### config.mk
export PLATFORM = sky130hd
export DESIGN_NAME = fetch_sequencer
export DESIGN_NICKNAME = d
export VERILOG_FILES = /design/src/rtl/fetch_seq_pkg.sv /design/src/rtl/fetch_next_pc.sv /design/src/rtl/fetch_sequencer.sv
export SDC_FILE = /design/constraint.sdc
export NUM_CORES = 1
export LEC_CHECK = 0
export ABC_CLOCK_PERIOD_IN_PS = 7550
export BUFFER_PORTS_ARGS = -buffer_cell sky130_fd_sc_hd__buf_2
export CAP_MARGIN = 20
export CORE_ASPECT_RATIO = 0.5
export CORE_UTILIZATION = 55
export CTS_CLUSTER_DIAMETER = 40
export DETAILED_ROUTE_END_ITERATION = 12
export PLACE_DENSITY = 0.88
export REMOVE_ABC_BUFFERS = 1
export SETUP_SLACK_MARGIN = 0.1
export SYNTH_ARGS = -nofsm -noshare
export SYNTH_HDL_FRONTEND = slang
export SYNTH_SLANG_ARGS = --single-unit
export TNS_END_PERCENT = 20
### constraint.sdc
create_clock -name Clock -period 7.55 [get_ports Clock]
set_input_delay 0 -clock Clock [delete_from_list [all_inputs] [get_ports Clock]]
set_output_delay 0 -clock Clock [all_outputs]
set_load 0.01 [all_outputs]
### src/rtl/fetch_seq_pkg.sv
// Shared constants for the instruction-fetch sequencer: opcodes, next-PC source codes, FSM states.
package fetch_seq_pkg;

  localparam logic [5:0] OP_RTYPE = 6'b000000;
  localparam logic [5:0] OP_J     = 6'b000010;
  localparam logic [5:0] OP_JAL   = 6'b000011;
  localparam logic [5:0] OP_BEQ   = 6'b000100;
  localparam logic [5:0] OP_BNE   = 6'b000101;

  localparam logic [4:0] RS_RA = 5'd31;

  localparam logic [1:0] PCSEL_JUMP   = 2'b00;
  localparam logic [1:0] PCSEL_BRANCH = 2'b01;
  localparam logic [1:0] PCSEL_JR     = 2'b10;
  localparam logic [1:0] PCSEL_SERIAL = 2'b11;

  localparam logic [1:0] ST_FETCH   = 2'd0;
  localparam logic [1:0] ST_ISSUE   = 2'd1;
  localparam logic [1:0] ST_RESOLVE = 2'd2;
  localparam logic [1:0] ST_FAULT   = 2'd3;

  function automatic logic is_branch(input logic [5:0] op);
    return (op == OP_BEQ) || (op == OP_BNE);
  endfunction

endpackage

### src/rtl/fetch_next_pc.sv
// Combinational next-PC selection: jump, jr $31, conditional branch or serial PC+4.
module fetch_next_pc
  import fetch_seq_pkg::*;
(
  input  logic [31:0] i_pc,
  input  logic [31:0] i_inst,
  input  logic [31:0] i_reg31,
  input  logic        i_taken,
  output logic [31:0] o_pc,
  output logic [1:0]  o_pc_sel
);

  logic        [31:0] w_plus4;
  logic signed [31:0] w_off;
  logic        [5:0]  w_op;
  logic        [4:0]  w_rs;

  assign w_plus4 = i_pc + 32'd4;
  assign w_off   = signed'({{14{i_inst[15]}}, i_inst[15:0], 2'b00});
  assign w_op    = i_inst[31:26];
  assign w_rs    = i_inst[25:21];

  always_comb begin
    o_pc     = w_plus4;
    o_pc_sel = PCSEL_SERIAL;
    if ((w_op == OP_J) || (w_op == OP_JAL)) begin
      o_pc     = {w_plus4[31:28], i_inst[25:0], 2'b00};
      o_pc_sel = PCSEL_JUMP;
    end else if ((w_op == OP_RTYPE) && (w_rs == RS_RA)) begin
      o_pc     = i_reg31;
      o_pc_sel = PCSEL_JR;
    end else if (is_branch(w_op) && i_taken) begin
      o_pc     = w_plus4 + $unsigned(w_off);
      o_pc_sel = PCSEL_BRANCH;
    end
  end

endmodule

### src/rtl/fetch_sequencer.sv
// Fetch -> issue -> branch-resolve controller owning the PC, with memory-timeout fault.
// Optional perf counters enabled by defining FETCH_PERF_EN.
module fetch_sequencer
  import fetch_seq_pkg::*;
#(
  parameter logic [31:0] RESET_PC = 32'h0000_0000,
  parameter int          TIMEOUT  = 16
) (
  input  logic        Clock,
  input  logic        Reset,
  output logic        imem_req,
  output logic [31:0] imem_addr,
  input  logic        imem_ack,
  input  logic [31:0] imem_rdata,
  output logic        inst_valid,
  input  logic        inst_ready,
  output logic [31:0] inst_out,
  output logic [31:0] inst_pc,
  input  logic        cmp_valid,
  input  logic        Zero,
  input  logic [31:0] reg31,
  output logic [1:0]  pc_sel,
  output logic        fault,
  output logic [31:0] inst_count,
  output logic [31:0] taken_count
);

  localparam int CW = $clog2(TIMEOUT) + 1;

  logic [1:0]    r_state;
  logic [1:0]    w_state_nxt;
  logic [31:0]   r_pc;
  logic [CW-1:0] r_wait;
  logic          r_req;
  logic          r_valid;
  logic [31:0]   r_inst;
  logic [31:0]   r_ipc;
  logic [1:0]    r_sel;
  logic          r_fault;

  logic          w_hs;
  logic          w_is_br;
  logic          w_taken;
  logic          w_resolve;
  logic [31:0]   w_npc;
  logic [1:0]    w_nsel;

  assign w_hs      = (r_state == ST_ISSUE) && inst_ready;
  assign w_is_br   = is_branch(r_inst[31:26]);
  assign w_taken   = ((r_inst[31:26] == OP_BEQ) && Zero) || ((r_inst[31:26] == OP_BNE) && !Zero);
  assign w_resolve = (r_state == ST_RESOLVE) && cmp_valid;

  fetch_next_pc u_next_pc (
    .i_pc     (r_pc),
    .i_inst   (r_inst),
    .i_reg31  (reg31),
    .i_taken  (w_taken),
    .o_pc     (w_npc),
    .o_pc_sel (w_nsel)
  );

  always_comb begin
    w_state_nxt = r_state;
    case (r_state)
      ST_FETCH: begin
        if (imem_ack)                           w_state_nxt = ST_ISSUE;
        else if (r_wait == CW'(TIMEOUT - 1))    w_state_nxt = ST_FAULT;
      end
      ST_ISSUE:   if (w_hs) w_state_nxt = w_is_br ? ST_RESOLVE : ST_FETCH;
      ST_RESOLVE: if (cmp_valid) w_state_nxt = ST_FETCH;
      default:    w_state_nxt = ST_FAULT;
    endcase
  end

  // Outputs are registered from the next state so the reset cycle never shows a request.
  always_ff @(posedge Clock) begin
    if (Reset) begin
      r_state <= ST_FETCH;
      r_pc    <= RESET_PC;
      r_wait  <= '0;
      r_req   <= 1'b0;
      r_valid <= 1'b0;
      r_inst  <= 32'h0;
      r_ipc   <= 32'h0;
      r_sel   <= PCSEL_SERIAL;
      r_fault <= 1'b0;
    end else begin
      r_state <= w_state_nxt;
      r_req   <= (w_state_nxt == ST_FETCH);
      r_valid <= (w_state_nxt == ST_ISSUE);
      r_fault <= (w_state_nxt == ST_FAULT);
      if (r_state == ST_FETCH) begin
        if (imem_ack) begin
          r_inst <= imem_rdata;
          r_ipc  <= r_pc;
          r_wait <= '0;
        end else begin
          r_wait <= r_wait + CW'(1);
        end
      end
      if ((w_hs && !w_is_br) || w_resolve) begin
        r_pc  <= w_npc;
        r_sel <= w_nsel;
      end
    end
  end

`ifdef FETCH_PERF_EN
  logic [31:0] r_icnt;
  logic [31:0] r_tcnt;

  always_ff @(posedge Clock) begin
    if (Reset) begin
      r_icnt <= 32'h0;
      r_tcnt <= 32'h0;
    end else begin
      if (w_hs) r_icnt <= r_icnt + 32'd1;
      if ((w_hs && !w_is_br && (w_nsel != PCSEL_SERIAL)) || (w_resolve && w_taken))
        r_tcnt <= r_tcnt + 32'd1;
    end
  end

  assign inst_count  = r_icnt;
  assign taken_count = r_tcnt;
`else
  assign inst_count  = 32'h0;
  assign taken_count = 32'h0;
`endif

  assign imem_req   = r_req;
  assign imem_addr  = r_pc;
  assign inst_valid = r_valid;
  assign inst_out   = r_inst;
  assign inst_pc    = r_ipc;
  assign pc_sel     = r_sel;
  assign fault      = r_fault;

endmodule

==> results_dict.tcl, run 1 <==
set metrics [dict create \
    dpl_cell_area_um2 7890 \
    clk_path_buf_depth 2 \
    n_fill_cell 1086 \
    routed_wl_um 22500 \
    nets 1236 \
    p_per_area_nw_per_um2 172 \
    worst-setup-path-type "reg -> reg" \
    synth_edf_count 0 \
    num_rows 29 \
    area_growth_pct 19.5 \
    placed_cells 1248 \
    fin_crit_ns 4.15 \
    num_antenna_cells 0 \
    clock_latency_ns 0.36 \
    synthMuxAreaShare_pct 0.419 \
    reg2reg_to "imem_addr[26]" \
    yosysMostFrequentCell "nand2_1" \
    initial_utilization_pct 56.4 \
    antenna_found_initial 0 \
    min_path_type "in -> reg" \
    crit_required_ns 7.79 \
    synthXorXnorAreaFrac_pct 6.18 \
    synth_compound_area_share_pct 23.8 \
    synth_adder_area_share_pct 7.09 \
    grt_pass1_vias 6676 \
    finalNonFillerCells 1301 \
    die_y_um 82.7 \
    root_buffer "clkbuf_16" \
    holdPathEnd "imem_req" \
    drt-initial-drc-count 714 \
    grt_pass1_wl_um 33800 \
    worstMarginPinSlew_ns 1.15 \
    gp_congestion 0.934 \
    core_region_area_um2 12700 \
    skew_ns 0.00904 \
    status "complete, no violations" \
    avgSynthCellArea_um2 7.54 \
    endpoint_kind "flip-flop" \
    synthTopCellsByCount "nand2_1 (191), dfxtp_1 (108), a21oi_1 (100), buf_4 (64), clkbuf_1 (51)" \
    die_area_um2 13500 \
    cts_tree "yes" \
    yosysTopAreaCell "dfxtp_1" \
    htree_levels 3 \
    crit_arrival_ns 4.39 \
    reg2reg_from "imem_addr[5]" \
    drc_errors 0 \
    rsz0062_at_grt "false" \
    ys_seq_elements 108 \
    synth_area_leaders "dfxtp_1 (30%), nand2_1 (10%), a21oi_1 (7.0%)" \
    clk_pin_slew_ns 0.08 \
    avgViaCountPerCell 5.86 \
    cap_violations 0 \
    drive_gt1_share_pct 18.7 \
    power.static_leakage_nw 3.91 \
    cts_made_buffers 9 \
    synth_cell_type_count 63 \
    synth_area_um2 7160 \
    ant_nets 0 \
    fp.dieW_um 163 \
    clock.fmax_ghz 0.241 \
    design_area_um2 8560 \
    vias 7628 \
    worstSetupStartpointType "flip-flop" \
    r2r_setup_slack_ns 3.40 \
    slew_headroom_pct 22.7 \
    r2r_cells 13 \
    hold_violations 0 \
    hold_depth 5 \
    peakVddDrop_mv 0.118 \
    dp_hpwl_um 15300 \
    finalHoldWorstSlack_ns 0.0394 \
    fin_crit_sh_pct 55.0 \
    fin_setup_tns_ns 0 \
    overflow 0 \
    wl_per_cell_um 17.3 \
    critPathMaxFanout 7 \
    firstDrtPassIters 5 \
    synthSimpleGateAreaFrac_pct 22.2 \
    io_buffers 170 \
    synth_top_family_by_area "compound AO/OA/AOI/OAI gates" \
    yosys_warnings 0 \
    cts_hold_repair.buffers 37 \
    synth.top_cell.area_share_pct 30.2 \
    totalPowerFinal_w 0.00147 \
    worstHoldStart "inst_ready" \
    clock_sinks 108 \
    async_flop_share_pct 0 \
    grt_max_degree 60 \
    synthFlopType "dfxtp_1" \
    maxSlewViolCount 0 \
    io_pins 235 \
    seq_area_frac_synth_pct 30.2 \
    setup_violations 0 \
    synthCells 950 \
    post_cts_resized 0 \
    post-cts-setup-buffer-count 0 \
    grtUsageTotal_pct 32.0 \
]
[cell type report]
class,count,area (um^2),share of cell area (%)
Tap cell,170,213,2.49
Timing Repair Buffer,218,1310,15.3
Multi-Input combinational cell,778,4540,53.0
Clock inverter,6,72.6,0.848
Sequential cell,108,2160,25.3
Clock buffer,10,229,2.68
Inverter,11,41.3,0.482
[worst max-delay path, cell delays in order, from the launching register on]
cell and delay [ns]:
dfxtp_1 0.44, and4_1 0.38, and3_1 0.40, nand2_1 0.12
xnor2_1 0.20, ha_1 0.31, a21o_1 0.21, a21o_1 0.18
a221o_1 0.42, a41oi_1 0.49, o21ba_2 0.27, mux2i_1 0.19
a221oi_1 0.09, a2111oi_0 0.34
[worst max path at each step]
| stage | from | to | slack, ns | depth (start not counted) |
|---|---|---|---|---|
| after global placement | imem_addr[4] | imem_addr[29] | 3.63 | 13 |
| after detailed placement | imem_addr[4] | imem_addr[26] | 3.50 | 13 |
| final | imem_addr[5] | imem_addr[26] | 3.40 | 13 |
| after global routing | imem_addr[4] | imem_addr[26] | 3.07 | 13 |
| after floorplan | imem_addr[4] | imem_addr[29] | 3.90 | 13 |
| after CTS | imem_addr[4] | imem_addr[26] | 3.45 | 13 |
[state kept, by name (all words and copies together) (netlist names)]
signal	count
imem_addr	32
inst_out	32
inst_pc	32
r_wait	5
pc_sel	2
r_state	2
fault	1
imem_req	1
inst_valid	1
[where the power goes]
| group | total, W | leakage [nW] | internal, W | switching [W] |
|---|---|---|---|---|
| combinational | 0.000335 | 2.89 | 0.000124 | 0.000211 |
| clock | 0.000497 | 0.143 | 0.000262 | 0.000235 |
| sequential | 0.000639 | 0.878 | 0.000599 | 0.0000401 |
[per-stage QoR]
step / worst slack [ns] / utilization, %
final: 3.40 / 67.4
after floorplan: 3.90 / -
after CTS: 3.45 / 67.4
after global routing: 3.07 / 67.4
after detailed placement: 3.50 / 62.1
after global placement: 3.63 / 62.1
[kinds of logic after synthesis]
logic type	Yosys count
other	1
buffers and inverters	127
AND/OR/NAND/NOR	355
adder cells (fa/ha/maj)	40
multiplexers	3
flip-flops	108
XOR/XNOR	49
AO/OA/AOI/OAI	267
[layer usage]
layer	GRT usage, %	wire length (um)	vias to the layer above
met5	0	0	-
met4	9.91	329	0
met3	6.14	2030	38
met2	51.7	10100	429
met1	43.5	9970	3568
li1	-	-	3593
[layout by cell type, fill, tap and decap left out, types with 8 or more instances in the layout]
cell / count
a21o_1: 21
a21oi_1: 100
a221o_1: 8
a31oi_1: 17
and3_1: 14
and4_1: 9
buf_2: 169
buf_4: 12
clkbuf_16: 9
conb_1: 64
dfxtp_1: 108
dlygate4sd3_1: 37
ha_1: 39
inv_1: 11
nand2_1: 190
nand3_1: 31
nand4_1: 9
nor2_1: 48
nor3_1: 21
o211ai_1: 11
o21ai_0: 42
xnor2_1: 30
xor2_1: 18
Power figures use the tool's default switching activity.
==> run 2, diff against run 1 <==
--- a/config.mk
+++ b/config.mk
@@ -5,14 +5,15 @@
 export SDC_FILE = /design/constraint.sdc
 export NUM_CORES = 1
 export LEC_CHECK = 0
-export ABC_CLOCK_PERIOD_IN_PS = 7550
+export ABC_AREA = 1
+export ABC_CLOCK_PERIOD_IN_PS = 4200
 export BUFFER_PORTS_ARGS = -buffer_cell sky130_fd_sc_hd__buf_2
 export CAP_MARGIN = 20
 export CORE_ASPECT_RATIO = 0.5
-export CORE_UTILIZATION = 55
+export CORE_UTILIZATION = 54
 export CTS_CLUSTER_DIAMETER = 40
 export DETAILED_ROUTE_END_ITERATION = 12
-export PLACE_DENSITY = 0.88
+export PLACE_DENSITY = 0.84
 export REMOVE_ABC_BUFFERS = 1
 export SETUP_SLACK_MARGIN = 0.1
 export SYNTH_ARGS = -nofsm -noshare
==> constraint.sdc (replaced) <==
create_clock -name Clock -period 4.2 [get_ports Clock]
set_input_delay 0 -clock Clock [delete_from_list [all_inputs] [get_ports Clock]]
set_output_delay 0 -clock Clock [all_outputs]
set_load 0.01 [all_outputs]
==> run 2 against run 1 <==
Net effect: first-iteration DRC count grew 34%; worst setup slack lost 2.8 ns; non-clock buffer count grew 5; hold slack lost 0.0057 ns; largest power group unchanged.
==> results_dict.tcl, run 2 <==
set metrics [dict create \
    status "complete, no violations" \
    seq_area_frac_synth_pct 26.3 \
    initial_utilization_pct 56.1 \
    area_growth_pct 18.0 \
    clk_path_buf_depth 2 \
    core_region_area_um2 14700 \
    p_per_area_nw_per_um2 287 \
    fin_setup_tns_ns 0 \
    yosysTopAreaCell "dfxtp_1" \
    io_pins 235 \
    antenna_found_initial 0 \
    yosys_warnings 0 \
    avgSynthCellArea_um2 6.18 \
    vias 9307 \
    gp_congestion 1.02 \
    async_flop_share_pct 0 \
    critical_path.top_delay_family "simple AND/OR/NAND/NOR gates" \
    firstDrtPassIters 6 \
    clk_pin_slew_ns 0.08 \
    htree_levels 3 \
    cap_violations 0 \
    synthTopCellsByCount "nand2_1 (314), inv_1 (178), nor2_1 (170), o21ai_0 (113), dfxtp_1 (108)" \
    synth_area_um2 8220 \
    synth_cell_type_count 47 \
    ant_nets 0 \
    critPathBufInv 2 \
    synthFlopType "dfxtp_1" \
    ys_seq_elements 108 \
    clock_latency_ns 0.38 \
    cp.depth 17 \
    crit_arrival_ns 3.80 \
    synthCells 1331 \
    routed_wl_um 29700 \
    skew_ns 0.0159 \
    drive_gt1_share_pct 14.9 \
    power.static_leakage_nw 5.22 \
    die_y_um 89.2 \
    nets 1630 \
    drc_errors 0 \
    rsz0062_at_grt "false" \
    die_area_um2 15700 \
    avgViaCountPerCell 5.40 \
    r2r_cells 17 \
    overflow 0 \
    worst-setup-path-type "reg -> reg" \
    num_antenna_cells 0 \
    fp.dieW_um 176 \
    post_cts_resized 0 \
    slew_headroom_pct 30.3 \
    yosysMostFrequentCell "nand2_1" \
    cpPeakStageDelay_ns 0.56 \
    peakVddDrop_mv 0.310 \
    min_path_type "in -> reg" \
    grtUsageTotal_pct 37.7 \
    hold_depth 5 \
    cpMaxStageDelayCell "dfxtp_1" \
    drt-initial-drc-count 958 \
    fin_crit_sh_pct 84.8 \
    final_cell_mix "nand2_1 (314), inv_1 (177), nor2_1 (170), buf_2 (170), o21ai_0 (113)" \
    grt_pass1_vias 8270 \
    critPathMaxFanout 6 \
    root_buffer "clkbuf_16" \
    num_rows 31 \
    endpoint_kind "flip-flop" \
    worstMarginPinSlew_ns 1.04 \
    path_cells "nand2_1, nor3_1, nand2_1, nor2_1, nand3_1, nand2_1, inv_1, ha_1, nand2_1, nor2_1, inv_1, nor3_1, o21ai_0, nand4_1, nand3_1, nand2_1, a21oi_1" \
    final_common_cell "nand2_1" \
    cts_tree "yes" \
    maxSlewViolCount 0 \
    cts_made_buffers 9 \
    synth_area_leaders "dfxtp_1 (26%), nand2_1 (14%), inv_1 (8.1%)" \
    grt_pass1_wl_um 44800 \
    wl_per_cell_um 17.2 \
    clock_sinks 108 \
    final_util_pct 66.2 \
    crit_required_ns 4.44 \
    cpMostUsedCell "nand2_1" \
    setup_violations 0 \
    worstSetupStartpointType "flip-flop" \
    io_buffers 170 \
    hold_violations 0 \
    clock.fmax_ghz 0.281 \
    synth_edf_count 0 \
    fin_crit_ns 3.56 \
    dp_hpwl_um 22100 \
    grt_max_degree 73 \
    synth.top_cell.area_share_pct 26.3 \
]
## run 2: cell count changes in the layout (fill, tap and decap cells not counted), moves of 9 or more
| cell | before | now |
|---|---|---|
| o21ai_0 | 42 | 113 |
| and4_1 | 9 | 0 |
| inv_1 | 11 | 177 |
| and3_1 | 14 | 2 |
| nand2_1 | 190 | 314 |
| xnor2_1 | 30 | 9 |
| nor2_1 | 48 | 170 |
| nand3_1 | 31 | 70 |
| a21o_1 | 21 | 2 |
## run 2: layout make-up
class,count,area (um^2)
fill,1362,4960
multi-input combinational,996,4950
sequential,108,2160
timing repair buffer,223,1360
inverter,182,684
tap,198,248
clock buffer,10,239
clock inverter,6,63.8
## run 2: per-layer routing
metal	routed length [um]	track usage (%)	up-vias
met2	12600	57.1	506
met3	3420	11.9	36
met4	386	9.95	0
li1	-	-	4500
met1	13300	51.9	4265
met5	0	0	-
## run 2: timing repair
| action | 4_1_cts | 5_1_grt |
|---|---|---|
| hold buffers | 43 | 0 |
| endpoints found under the hold margin | 43 | 0 |
| setup buffers | 0 | 0 |
## run 2: worst register-to-register path, cell delays in order, from the launching register on
cell     delay (ns)
dfxtp_1        0.56
nand2_1        0.12
nor3_1         0.44
nand2_1        0.13
nor2_1         0.16
nand3_1        0.10
nand2_1        0.16
inv_1          0.08
ha_1           0.45
nand2_1        0.17
nor2_1         0.18
inv_1          0.11
nor3_1         0.22
o21ai_0        0.18
nand4_1        0.11
nand3_1        0.13
nand2_1        0.10
a21oi_1        0.06
## run 2: cells by family after synthesis
kind of cell               after synthesis  share of synthesized area [%]
AOI/OAI and AO/OA                      246                           16.3
xor gates and xnor gates                27                           2.97
adders and majority gates               40                           6.18
buffers and inverters                  290                           16.5
DFF                                    108                           26.3
other                                    1                         0.0456
and+or+nand+nor                        619                           31.7
## run 2: metrics by stage
stage / setup slack (ns) / area, um^2 / power [W] / cells / hold slack [ns]
6_report: 0.638 / 9700 / 0.00278 / 1723 / 0.0337
5_1_grt: 0.429 / 9700 / 0.00291 / 1723 / 0.0602
4_1_cts: 0.766 / 9700 / 0.00277 / 1723 / 0.0258
3_5_place_dp: 0.788 / 8970 / 0.00184 / 1664 / 0.226
3_3_place_gp: 0.792 / 8970 / 0.00183 / 1664 / 0.221
2_1_floorplan: 1.35 / 7780 / 0.00159 / 1286 / 0.0691
## run 2: where the power goes
group	internal, W	leakage, nW	total [W]	switching (W)
registers	0.00110	0.887	0.00118	0.0000817
logic	0.000249	4.18	0.000691	0.000442
clock network	0.000437	0.146	0.000909	0.000472
## run 2: final timing paths
check / startpoint / to / slack [ns]
worst min register to register: pc_sel[1] / pc_sel[1] / 0.50
worst min-delay path: reg31[27] / imem_addr[27] / 0.03
worst max register to register: imem_addr[21] / imem_addr[25] / 0.64
worst max-delay path: imem_addr[21] / imem_addr[25] / 0.64
